--- src/rtl/fabric_config_loader.sv ---
// Bitstream loader: parses a header plus (addr, data) pairs and replays
// each pair onto the shared tile config bus for exactly one cycle.
module fabric_config_loader #(
  parameter logic [15:0] MAGIC     = 16'hC0F1,
  parameter logic [15:0] MAX_PAIRS = 16'd1024,
  parameter logic [31:0] IDLE_ADDR = 32'h0000_0000
) (
  input  logic        clk,
  input  logic        reset,
  input  logic        start,
  input  logic        bs_valid,
  input  logic [31:0] bs_data,
  output logic        bs_ready,
  output logic [31:0] config_addr,
  output logic [31:0] config_data,
  output logic        busy,
  output logic        done,
  output logic        error,
  output logic [15:0] pairs_written
);

  typedef enum logic [2:0] {
    S_IDLE,
    S_HDR,
    S_ADDR,
    S_DATA,
    S_DONE,
    S_ERR
  } state_t;

  state_t      r_state;
  state_t      w_next;
  logic [15:0] r_remaining;
  logic [15:0] r_addr_sec;
  logic [15:0] r_addr_tile;
  logic [31:0] r_cfg_addr;
  logic [31:0] r_cfg_data;
  logic        r_bus_vld;
  logic        r_done;
  logic        r_error;
  logic [15:0] r_pairs;

  logic        w_xfer;
  logic        w_hdr_bad;
  logic        w_sec_bad;
  logic        w_cnt_zero;
  logic        w_last;
  logic        w_start;
  logic        w_load_hdr;
  logic        w_load_addr;
  logic        w_wr;
  logic        w_set_done;
  logic        w_set_err;
  logic        w_ready;

  assign w_xfer     = bs_valid && w_ready;
  assign w_hdr_bad  = (bs_data[31:16] != MAGIC) ||
                      (bs_data[15:0] > MAX_PAIRS);
  assign w_sec_bad  = (bs_data[31:16] < 16'd4) ||
                      (bs_data[31:16] > 16'd7);
  assign w_cnt_zero = (bs_data[15:0] == 16'd0);
  assign w_last     = (r_remaining == 16'd1);

  always_comb begin
    w_next      = r_state;
    w_ready     = 1'b0;
    w_start     = 1'b0;
    w_load_hdr  = 1'b0;
    w_load_addr = 1'b0;
    w_wr        = 1'b0;
    w_set_done  = 1'b0;
    w_set_err   = 1'b0;
    unique case (r_state)
      S_IDLE, S_DONE, S_ERR: begin
        if (start) begin
          w_start = 1'b1;
          w_next  = S_HDR;
        end
      end
      S_HDR: begin
        w_ready = 1'b1;
        if (bs_valid) begin
          if (w_hdr_bad) begin
            w_set_err = 1'b1;
            w_next    = S_ERR;
          end else if (w_cnt_zero) begin
            w_set_done = 1'b1;
            w_next     = S_DONE;
          end else begin
            w_load_hdr = 1'b1;
            w_next     = S_ADDR;
          end
        end
      end
      S_ADDR: begin
        w_ready = 1'b1;
        if (bs_valid) begin
          if (w_sec_bad) begin
            w_set_err = 1'b1;
            w_next    = S_ERR;
          end else begin
            w_load_addr = 1'b1;
            w_next      = S_DATA;
          end
        end
      end
      S_DATA: begin
        w_ready = 1'b1;
        if (bs_valid) begin
          w_wr = 1'b1;
          if (w_last) begin
            w_set_done = 1'b1;
            w_next     = S_DONE;
          end else begin
            w_next = S_ADDR;
          end
        end
      end
      default: w_next = S_IDLE;
    endcase
  end

  always_ff @(posedge clk) begin
    if (reset) begin
      r_state     <= S_IDLE;
      r_remaining <= 16'd0;
      r_addr_sec  <= 16'd0;
      r_addr_tile <= 16'd0;
      r_cfg_addr  <= IDLE_ADDR;
      r_cfg_data  <= 32'd0;
      r_bus_vld   <= 1'b0;
      r_done      <= 1'b0;
      r_error     <= 1'b0;
      r_pairs     <= 16'd0;
    end else begin
      r_state    <= w_next;
      r_bus_vld  <= w_wr;
      r_cfg_addr <= IDLE_ADDR;
      r_cfg_data <= 32'd0;
      if (w_start) begin
        r_done  <= 1'b0;
        r_error <= 1'b0;
        r_pairs <= 16'd0;
      end
      if (w_load_hdr) r_remaining <= bs_data[15:0];
      if (w_load_addr) begin
        r_addr_sec  <= bs_data[31:16];
        r_addr_tile <= bs_data[15:0];
      end
      // bus carries the pair for one cycle, then falls back to idle
      if (w_wr) begin
        r_cfg_addr  <= {r_addr_sec, r_addr_tile};
        r_cfg_data  <= bs_data;
        r_remaining <= r_remaining - 16'd1;
        r_pairs     <= r_pairs + 16'd1;
      end
      if (w_set_done) r_done  <= 1'b1;
      if (w_set_err)  r_error <= 1'b1;
    end
  end

  assign bs_ready      = w_ready;
  assign config_addr   = r_cfg_addr;
  assign config_data   = r_cfg_data;
  assign busy          = w_ready || r_bus_vld;
  assign done          = r_done;
  assign error         = r_error;
  assign pairs_written = r_pairs;

endmodule

--- config.mk ---
export PLATFORM = sky130hd
export DESIGN_NAME = fabric_config_loader
export DESIGN_NICKNAME = d
export VERILOG_FILES = /design/src/rtl/fabric_config_loader.sv
export SDC_FILE = /design/constraint.sdc
export NUM_CORES = 1
export LEC_CHECK = 0
export CORE_MARGIN = 2
export CORE_UTILIZATION = 54
export DETAILED_ROUTE_END_ITERATION = 6
export HOLD_SLACK_MARGIN = 0.15
export PLACE_DENSITY = 0.85
export REMOVE_ABC_BUFFERS = 1
export SLEW_MARGIN = 20
export SYNTH_ARGS = -nofsm -noshare
export SYNTH_HDL_FRONTEND = slang
export SYNTH_SLANG_ARGS = --single-unit
--- constraint.sdc ---
create_clock -name clk -period 5.8 [get_ports clk]
set_clock_uncertainty 0.1 [all_clocks]
set_input_delay 1.16 -clock clk [delete_from_list [all_inputs] [get_ports clk]]
set_output_delay 1.16 -clock clk [all_outputs]
set_load 0.05 [all_outputs]
==> flow_metrics.env, run 1 <==
export IMPL_status="complete, no violations"
export IMPL_wl_microns=13100
export IMPL_numClockSinks=134
export IMPL_yosysMostFrequentCell="dfxtp_1"
export IMPL_power_density_nw_per_um2=314
export IMPL_ios=120
export IMPL_ant_nets=0
export IMPL_cts_max_path_buffers=2
export IMPL_cap_violations=0
export IMPL_grt_max_degree=57
export IMPL_hold_viol=0
export IMPL_rsz0062_at_grt="no"
export IMPL_avgSynthCellArea_sq_um=9.56
export IMPL_via_per_inst=5.78
export IMPL_critical_path_max_stage_delay_ps=800
export IMPL_syn_inst=546
export IMPL_critPathSlowestCell="clkdlybuf4s50_1"
export IMPL_grt_overflow_total=0
export IMPL_cts_max_level=4
export IMPL_startpoint_type="register"
export IMPL_drc=0
export IMPL_path_delay_family="buffers and inverters"
export IMPL_grt_pass1_vias=4190
export IMPL_syn_area_sq_um=5220
export IMPL_setup_tns_ps=0
export IMPL_path_buf_inv=1
export IMPL_ys_seq_elements=134
export IMPL_drt_iter0_markers=442
export IMPL_cts_hold_buf=0
export IMPL_end_kind="primary output"
export IMPL_netlist_top_cells_count="134 x dfxtp_1, 70 x and3_1, 53 x nor2_1"
export IMPL_regArea_sq_um=2680
export IMPL_synth_cell_types=65
export IMPL_peakVddDrop_v=0.000206
export IMPL_cp_data_arrival_time_ps=2410
export IMPL_fmax_ghz=0.273
export IMPL_synth_warnings=0
export IMPL_min_path_type="register to register"
export IMPL_postSynth_asyncResetShare_pct=0
export IMPL_nFillCells=648
export IMPL_drive_above_1_share_pct=8.02
export IMPL_grtUsageTotal_pct=25.0
export IMPL_wire_per_inst_microns=16.5
export IMPL_worstPathMaxFanout=18
export IMPL_path_cells="o21bai_1 > nand2b_1 > clkdlybuf4s50_1"
export IMPL_grt_pass1_wl_microns=20700
export IMPL_synth_area_leaders="dfxtp_1 51%, and3_1 8.4%, mux2i_1 3.8%, nor2_1 3.8%, a21oi_1 2.1%"
export IMPL_synth_top_area_share_pct=51.4
export IMPL_slew_violations=0
export IMPL_finalCritPeriodShare_pct=63.2
export IMPL_cts_resized_gates=0
export IMPL_dieHeight_microns=102
export IMPL_coreArea_sq_um=9330
export IMPL_tightest_slew_ps=1130
export IMPL_postCtsSetupBuffers=0
export IMPL_setup_viol=0
export IMPL_cts_tree="done"
export IMPL_worstPathRequired_ps=4540
export IMPL_cts_buffers=17
export IMPL_total_power_mw=2.21
export IMPL_die_w_microns=102
export IMPL_leakage_nw=2.79
export IMPL_grt_antenna_before_repair=0
export IMPL_root_buffer="clkbuf_8"
export IMPL_clk_latency_ps=510
export IMPL_synth_seq_area_share_pct=51.4
export IMPL_die_area_sq_um=10500
export IMPL_start_util_pct=56.0
export IMPL_synth_edf_count=0
export IMPL_post_route_min_period_ps=3670
export IMPL_gp_congestion=0.888
export IMPL_route_vias_total=4564
export IMPL_nets=687
export IMPL_antenna_cells=0
export IMPL_multi_input_area_sq_um=2300
export IMPL_area_growth_pct=34.8
export IMPL_critPathKind="register to primary output"
export IMPL_slew_headroom_pct=24.6
export IMPL_synth_largest_area_cell="dfxtp_1"
export IMPL_rows=35
export IMPL_numPortBuffers=119
export IMPL_first_pass_iters=5
export IMPL_clkTransAtPathRegs_ps=60
export IMPL_yosys_most_used_dff="dfxtp_1"
export IMPL_place_hpwl_microns=8370
[area by class of cell]
class                   instances  share of cell area [%]
clock buffers                  19                    5.99
well taps                     129                    2.29
clock inverters                13                    3.06
multi-input cells             362                    32.7
repair buffers                123                    17.3
flip-flops and latches        134                    38.1
inverters                      10                   0.533
[worst paths after layout]
| kind | from | endpoint | slack [ps] | cells past startpoint |
|---|---|---|---|---|
| setup / recovery | r_state[1] | busy | 2130 | 3 |
| hold / removal | r_addr_sec[7] | r_addr_sec[7] | 350 | 1 |
| setup reg to reg | r_state[1] | r_remaining[9] | 2840 | 6 |
| hold reg to reg | r_addr_sec[7] | r_addr_sec[7] | 350 | 1 |
[report_power, final]
| part | internal [mW] | leakage (nW) | switching [mW] |
|---|---|---|---|
| Sequential | 0.924 | 1.08 | 0.00891 |
| Combinational | 0.0492 | 1.40 | 0.0770 |
| Clock | 0.749 | 0.308 | 0.404 |
[layer usage]
metal / track usage [%] / vias to the layer above / share of wire (%)
met5: 0 / - / 0
met4: 9.03 / 0 / 2.1
met3: 5.68 / 30 / 6.9
met2: 41.4 / 200 / 49
met1: 32.2 / 2138 / 42
li1: - / 2196 / -
[cells by family after synthesis]
kind of cell,share of synthesized area [%]
and+or+nand+nor,26.3
buffers and inverters,4.65
muxes,4.05
xor gates and xnor gates,0.168
adders and majority gates,0.719
DFF,51.4
AOI/OAI and AO/OA,12.7
[sequential cells by signal (all words and copies together), names as in the netlist]
| register | flops |
|---|---|
| r_remaining | 16 |
| r_addr_sec | 16 |
| done | 1 |
| error | 1 |
| r_bus_vld | 1 |
| config_data | 32 |
| r_state | 3 |
| r_addr_tile | 16 |
| pairs_written | 16 |
| config_addr | 32 |
[placed cells by master, fill, tap and decap left out, drive strengths merged, types with 4 or more instances in the layout]
| cell | count |
|---|---|
| and3 | 70 |
| and2 | 16 |
| a21oi | 23 |
| nor2 | 53 |
| dfxtp | 134 |
| and4 | 5 |
| mux2i | 20 |
| a311oi | 5 |
| nand3b | 4 |
| inv | 14 |
| or3 | 6 |
| o31ai | 8 |
| nand2 | 28 |
| buf | 5 |
| clkbuf | 19 |
| o211ai | 9 |
| nor4 | 16 |
| nand3 | 14 |
| bufinv | 5 |
| o21ai | 18 |
| clkdlybuf4s50 | 118 |
| a31oi | 7 |
| nand4 | 8 |
| nor3 | 9 |
[through the flow]
step	utilization (%)	hold WS [ps]	instance area, sq um	setup slack, ps	cells
final	75.5	353	7040	2130	790
after global routing	75.5	365	7040	2020	790
after CTS	75.5	354	7040	2140	790
after detailed placement	68.6	336	6400	2010	758
after global placement	68.6	335	6400	2080	758
after floorplan	-	321	5020	474	506
No activity file was read; power rests on OpenSTA's default activity.
==> run 2, diff against run 1 <==
--- a/config.mk
+++ b/config.mk
@@ -6,10 +6,10 @@
 export NUM_CORES = 1
 export LEC_CHECK = 0
 export CORE_MARGIN = 2
-export CORE_UTILIZATION = 54
+export CORE_UTILIZATION = 50
 export DETAILED_ROUTE_END_ITERATION = 6
 export HOLD_SLACK_MARGIN = 0.15
-export PLACE_DENSITY = 0.85
+export PLACE_DENSITY = 0.8
 export REMOVE_ABC_BUFFERS = 1
 export SLEW_MARGIN = 20
 export SYNTH_ARGS = -nofsm -noshare
==> constraint.sdc (replaced) <==
create_clock -name clk -period 3.75 [get_ports clk]
set_clock_uncertainty 0.1 [all_clocks]
set_input_delay 0.75 -clock clk [delete_from_list [all_inputs] [get_ports clk]]
set_output_delay 0.75 -clock clk [all_outputs]
set_load 0.05 [all_outputs]
==> flow_metrics.env, run 2 (synthesis gave the netlist of run 1 again) <==
export IMPL_grtUsageTotal_pct=22.9
export IMPL_setup_viol=0
export IMPL_hold_viol=0
export IMPL_cts_buffers=17
export IMPL_final_cell_mix="134 x dfxtp_1, 118 x clkdlybuf4s50_1, 70 x and3_1"
export IMPL_rows=37
export IMPL_critPathKind="register to primary output"
export IMPL_rsz0062_at_grt="no"
export IMPL_grt_antenna_before_repair=0
export IMPL_drt_met1_wl_microns=5470
export IMPL_drive_above_1_share_pct=8.45
export IMPL_nets=689
export IMPL_cts_max_level=4
export IMPL_drc=0
export IMPL_worstPathMaxFanout=18
export IMPL_nFillCells=769
export IMPL_cts_tree="done"
export IMPL_cp_data_arrival_time_ps=2450
export IMPL_tightest_slew_ps=867
export IMPL_cap_violations=0
export IMPL_status="complete, no violations"
export IMPL_path_cells="o21bai_1 > nand2b_1 > clkdlybuf4s50_1"
export IMPL_die_area_sq_um=11300
export IMPL_start_util_pct=51.0
export IMPL_clk_latency_ps=520
export IMPL_power_density_nw_per_um2=462
export IMPL_fmax_ghz=0.303
export IMPL_wl_met2_microns=6230
export IMPL_min_path_type="register to register"
export IMPL_critical_path_max_stage_delay_ps=800
export IMPL_dieHeight_microns=106
export IMPL_numClockSinks=134
export IMPL_antenna_cells=0
export IMPL_met3_length_microns=792
export IMPL_leakage_nw=2.77
export IMPL_worstPathRequired_ps=2900
export IMPL_cts_resized_gates=0
export IMPL_placedInstanceArea_sq_um=6420
export IMPL_drt_iter0_markers=387
export IMPL_highest_layer="met4"
export IMPL_place_hpwl_microns=8490
export IMPL_coreArea_sq_um=10200
export IMPL_ant_nets=0
export IMPL_via_per_inst=5.66
export IMPL_area_growth_pct=34.1
export IMPL_numPortBuffers=119
export IMPL_peakVddDrop_v=0.000277
export IMPL_route_vias_total=4521
export IMPL_die_w_microns=106
export IMPL_postCtsSetupBuffers=0
export IMPL_grt_pass1_wl_microns=20700
export IMPL_finalCritPeriodShare_pct=88.0
export IMPL_grt_pass1_vias=4269
export IMPL_end_kind="primary output"
export IMPL_critPathSlowestCell="clkdlybuf4s50_1"
export IMPL_finalInstanceArea_sq_um=7000
export IMPL_root_buffer="clkbuf_8"
export IMPL_grt_max_degree=56
export IMPL_post_route_min_period_ps=3300
export IMPL_slew_headroom_pct=41.9
export IMPL_first_pass_iters=7
export IMPL_slew_violations=0
export IMPL_ios=120
export IMPL_gp_congestion=0.957
export IMPL_startpoint_type="register"
export IMPL_final_common_cell="dfxtp_1"
export IMPL_cts_hold_buf=0
export IMPL_wire_per_inst_microns=16.0
export IMPL_wl_microns=12800
export IMPL_grt_overflow_total=0
export IMPL_clkTransAtPathRegs_ps=60
export IMPL_setup_tns_ps=0
export IMPL_cts_max_path_buffers=2
run 2: report_power, final:
| group | leakage (nW) | internal (mW) | switching (mW) |
|---|---|---|---|
| registers | 1.08 | 1.43 | 0.0137 |
| logic | 1.41 | 0.0769 | 0.117 |
| clock network | 0.277 | 0.971 | 0.630 |
| total | 2.77 | 2.48 | 0.760 |
run 2: metrics by stage:
step	cells	utilization (%)	hold WS [ps]	power [mW]	setup WS (ps)
global route	799	68.5	381	3.35	344
finish	799	68.5	355	3.24	451
detailed placement	767	62.8	339	1.66	529
global placement	767	62.8	334	1.66	590
floorplan	506	-	321	1.56	-1170
CTS	799	68.5	355	3.26	432
run 2: area by class of cell:
type | count | area (sq um) | share of cell area (%)
multi-input combinational | 362 | 2300 | 32.9
inverter | 10 | 37.5 | 0.536
clock buffer | 19 | 432 | 6.16
sequential | 134 | 2680 | 38.3
timing repair buffer | 125 | 1230 | 17.6
tap | 136 | 170 | 2.43
clock inverter | 13 | 148 | 2.11
run 2: path summary, 6_finish.rpt:
path	start	endpoint	slack (ps)	depth (start not counted)
hold reg to reg	r_addr_sec[4]	r_addr_sec[4]	350	1
setup / recovery	r_state[1]	busy	450	3
hold / removal	r_addr_sec[4]	r_addr_sec[4]	350	1
setup reg to reg	r_state[1]	pairs_written[12]	1150	5
run 2: metal layers:
layer  track usage, %  vias up
li1                 -     2201
met1             28.8     2122
met2             37.5      168
met3             6.13       30
met4             9.21        0
met5                0        -
run 2: critical path, delay by kind of cell (launching register included):
family | cells | cell delay (ps)
AND/OR/NAND/NOR | 1 | 120
flip-flops | 1 | 790
buffers and inverters | 1 | 800
AO/OA/AOI/OAI | 1 | 220
==> run 3, diff against run 2 <==
--- a/config.mk
+++ b/config.mk
@@ -5,8 +5,10 @@
 export SDC_FILE = /design/constraint.sdc
 export NUM_CORES = 1
 export LEC_CHECK = 0
+export CORE_ASPECT_RATIO = 0.9
 export CORE_MARGIN = 2
 export CORE_UTILIZATION = 50
+export CTS_CLUSTER_SIZE = 40
 export DETAILED_ROUTE_END_ITERATION = 6
 export HOLD_SLACK_MARGIN = 0.15
 export PLACE_DENSITY = 0.8
==> constraint.sdc (replaced) <==
create_clock -name clk -period 3.75 [get_ports clk]
set_clock_uncertainty 0.1 [all_clocks]
set_input_delay 0.75 -clock clk [delete_from_list [all_inputs] [get_ports clk]]
set_output_delay 0.75 -clock clk [all_outputs]
set_load 0.1 [all_outputs]
==> flow_metrics.env, run 3 (synthesis gave the netlist of run 1 again) <==
export IMPL_status="complete, no violations"
export IMPL_tightest_slew_ps=1010
export IMPL_path_buf_inv=1
export IMPL_route_vias_total=4601
export IMPL_rr_startpoint="r_state[1]"
export IMPL_cts_max_level=4
export IMPL_worstPathMaxFanout=8
export IMPL_drive_above_1_share_pct=8.90
export IMPL_first_pass_iters=5
export IMPL_worstPathRequired_ps=2900
export IMPL_area_growth_pct=33.8
export IMPL_crit_path_end="pairs_written[10]"
export IMPL_end_kind="primary output"
export IMPL_root_buffer="clkbuf_16"
export IMPL_antenna_cells=0
export IMPL_drc=0
export IMPL_critPathSlowestCell="clkdlybuf4s50_1"
export IMPL_cts_hold_buf=0
export IMPL_fin_util_pct=68.5
export IMPL_final_common_cell="dfxtp_1"
export IMPL_path_cells="clkdlybuf4s50_1"
export IMPL_total_power_mw=3.22
export IMPL_grt_pass1_vias=4355
export IMPL_worst_r2r_endpoint="pairs_written[12]"
export IMPL_min_path_type="register to register"
export IMPL_clk_latency_ps=410
export IMPL_critPathKind="register to primary output"
export IMPL_finalInstanceArea_sq_um=6990
export IMPL_peakVddDrop_v=0.000346
export IMPL_start_util_pct=51.2
export IMPL_grt_overflow_total=0
export IMPL_cts_buffers=17
export IMPL_reg2reg_setup_slack_ps=1100
export IMPL_clkTransAtPathRegs_ps=60
export IMPL_grtUsageTotal_pct=23.0
export IMPL_path_delay_family="buffers and inverters"
export IMPL_placedInstanceArea_sq_um=6420
export IMPL_grt_max_degree=56
export IMPL_slew_headroom_pct=32.5
export IMPL_gp_congestion=0.898
export IMPL_startpoint_type="register"
export IMPL_rsz0062_at_grt="no"
export IMPL_numPortBuffers=119
export IMPL_coreArea_sq_um=10200
export IMPL_slew_violations=0
export IMPL_leakage_nw=2.77
export IMPL_ios=120
export IMPL_dieHeight_microns=101
export IMPL_cts_tree="done"
export IMPL_cp_data_arrival_time_ps=2080
export IMPL_grt_pass1_wl_microns=21200
export IMPL_wire_per_inst_microns=16.5
export IMPL_cap_violations=0
export IMPL_postCtsSetupBuffers=0
export IMPL_holdWs_ps=346
export IMPL_numClockSinks=134
export IMPL_nets=689
export IMPL_drt_iter0_markers=423
export IMPL_nFillCells=782
export IMPL_cts_max_path_buffers=2
export IMPL_cp_startpoint="pairs_written[10]"
export IMPL_final_cell_mix="134 x dfxtp_1, 116 x clkdlybuf4s50_1, 70 x and3_1"
export IMPL_power_density_nw_per_um2=461
export IMPL_hold_viol=0
export IMPL_finalCritPeriodShare_pct=78.1
export IMPL_post_layout_nonfiller_instances=792
export IMPL_rows=35
export IMPL_setup_ws_ps=820
export IMPL_path_depth=1
export IMPL_setup_tns_ps=0
export IMPL_place_hpwl_microns=8640
export IMPL_via_per_inst=5.81
export IMPL_post_route_min_period_ps=2930
export IMPL_wl_microns=13100
export IMPL_ant_nets=0
export IMPL_die_area_sq_um=11300
export IMPL_critical_path_max_stage_delay_ps=1200
export IMPL_fmax_ghz=0.341
export IMPL_grt_antenna_before_repair=0
export IMPL_die_w_microns=112
export IMPL_cts_resized_gates=0
export IMPL_setup_viol=0
export IMPL_r2r_cells=5
export IMPL_dpl_worst_slack_ps=518
export IMPL_dp_cells=760
run 3: cell count changes in the layout (fill, tap and decap cells not counted), moves of 2 or more:
cell	before	now
bufinv_16	2	0
clkbuf_8	2	0
clkdlybuf4s50_1	118	116
inv_6	2	5
inv_8	1	3
run 3: final cells by class:
| cell class | count | area (sq um) | area share, % |
|---|---|---|---|
| Multi-Input combinational cell | 362 | 2300 | 33.0 |
| Clock buffer | 17 | 425 | 6.09 |
| Tap cell | 129 | 161 | 2.31 |
| Timing Repair Buffer | 125 | 1240 | 17.7 |
| Clock inverter | 15 | 136 | 1.95 |
| Inverter | 10 | 37.5 | 0.537 |
| Sequential cell | 134 | 2680 | 38.4 |
run 3: how the worst min path moves through the flow:
| stage | startpoint | end | slack, ps | cells after the start |
|---|---|---|---|---|
| 2_1_floorplan | r_addr_sec[10] | r_addr_sec[10] | 320 | 1 |
| 3_3_place_gp | r_addr_sec[9] | r_addr_sec[9] | 330 | 1 |
| 3_5_place_dp | r_addr_sec[7] | r_addr_sec[7] | 340 | 1 |
| 4_1_cts | r_addr_sec[3] | r_addr_sec[3] | 350 | 1 |
| 5_1_grt | r_addr_sec[7] | r_addr_sec[7] | 370 | 1 |
| 6_report | r_addr_sec[3] | r_addr_sec[3] | 350 | 1 |
run 3: layer usage:
layer / routed length, microns / up-vias / track usage (%)
li1: - / 2199 / -
met1: 6060 / 2204 / 30.0
met2: 6140 / 180 / 37.3
met3: 738 / 18 / 6.07
met4: 144 / 0 / 7.88
met5: 0 / - / 0
run 3: report_power, final:
group          switching (mW)  leakage, nW  internal, mW
Combinational           0.129         1.42        0.0762
Sequential             0.0151         1.08          1.43
Clock                   0.697        0.274         0.873
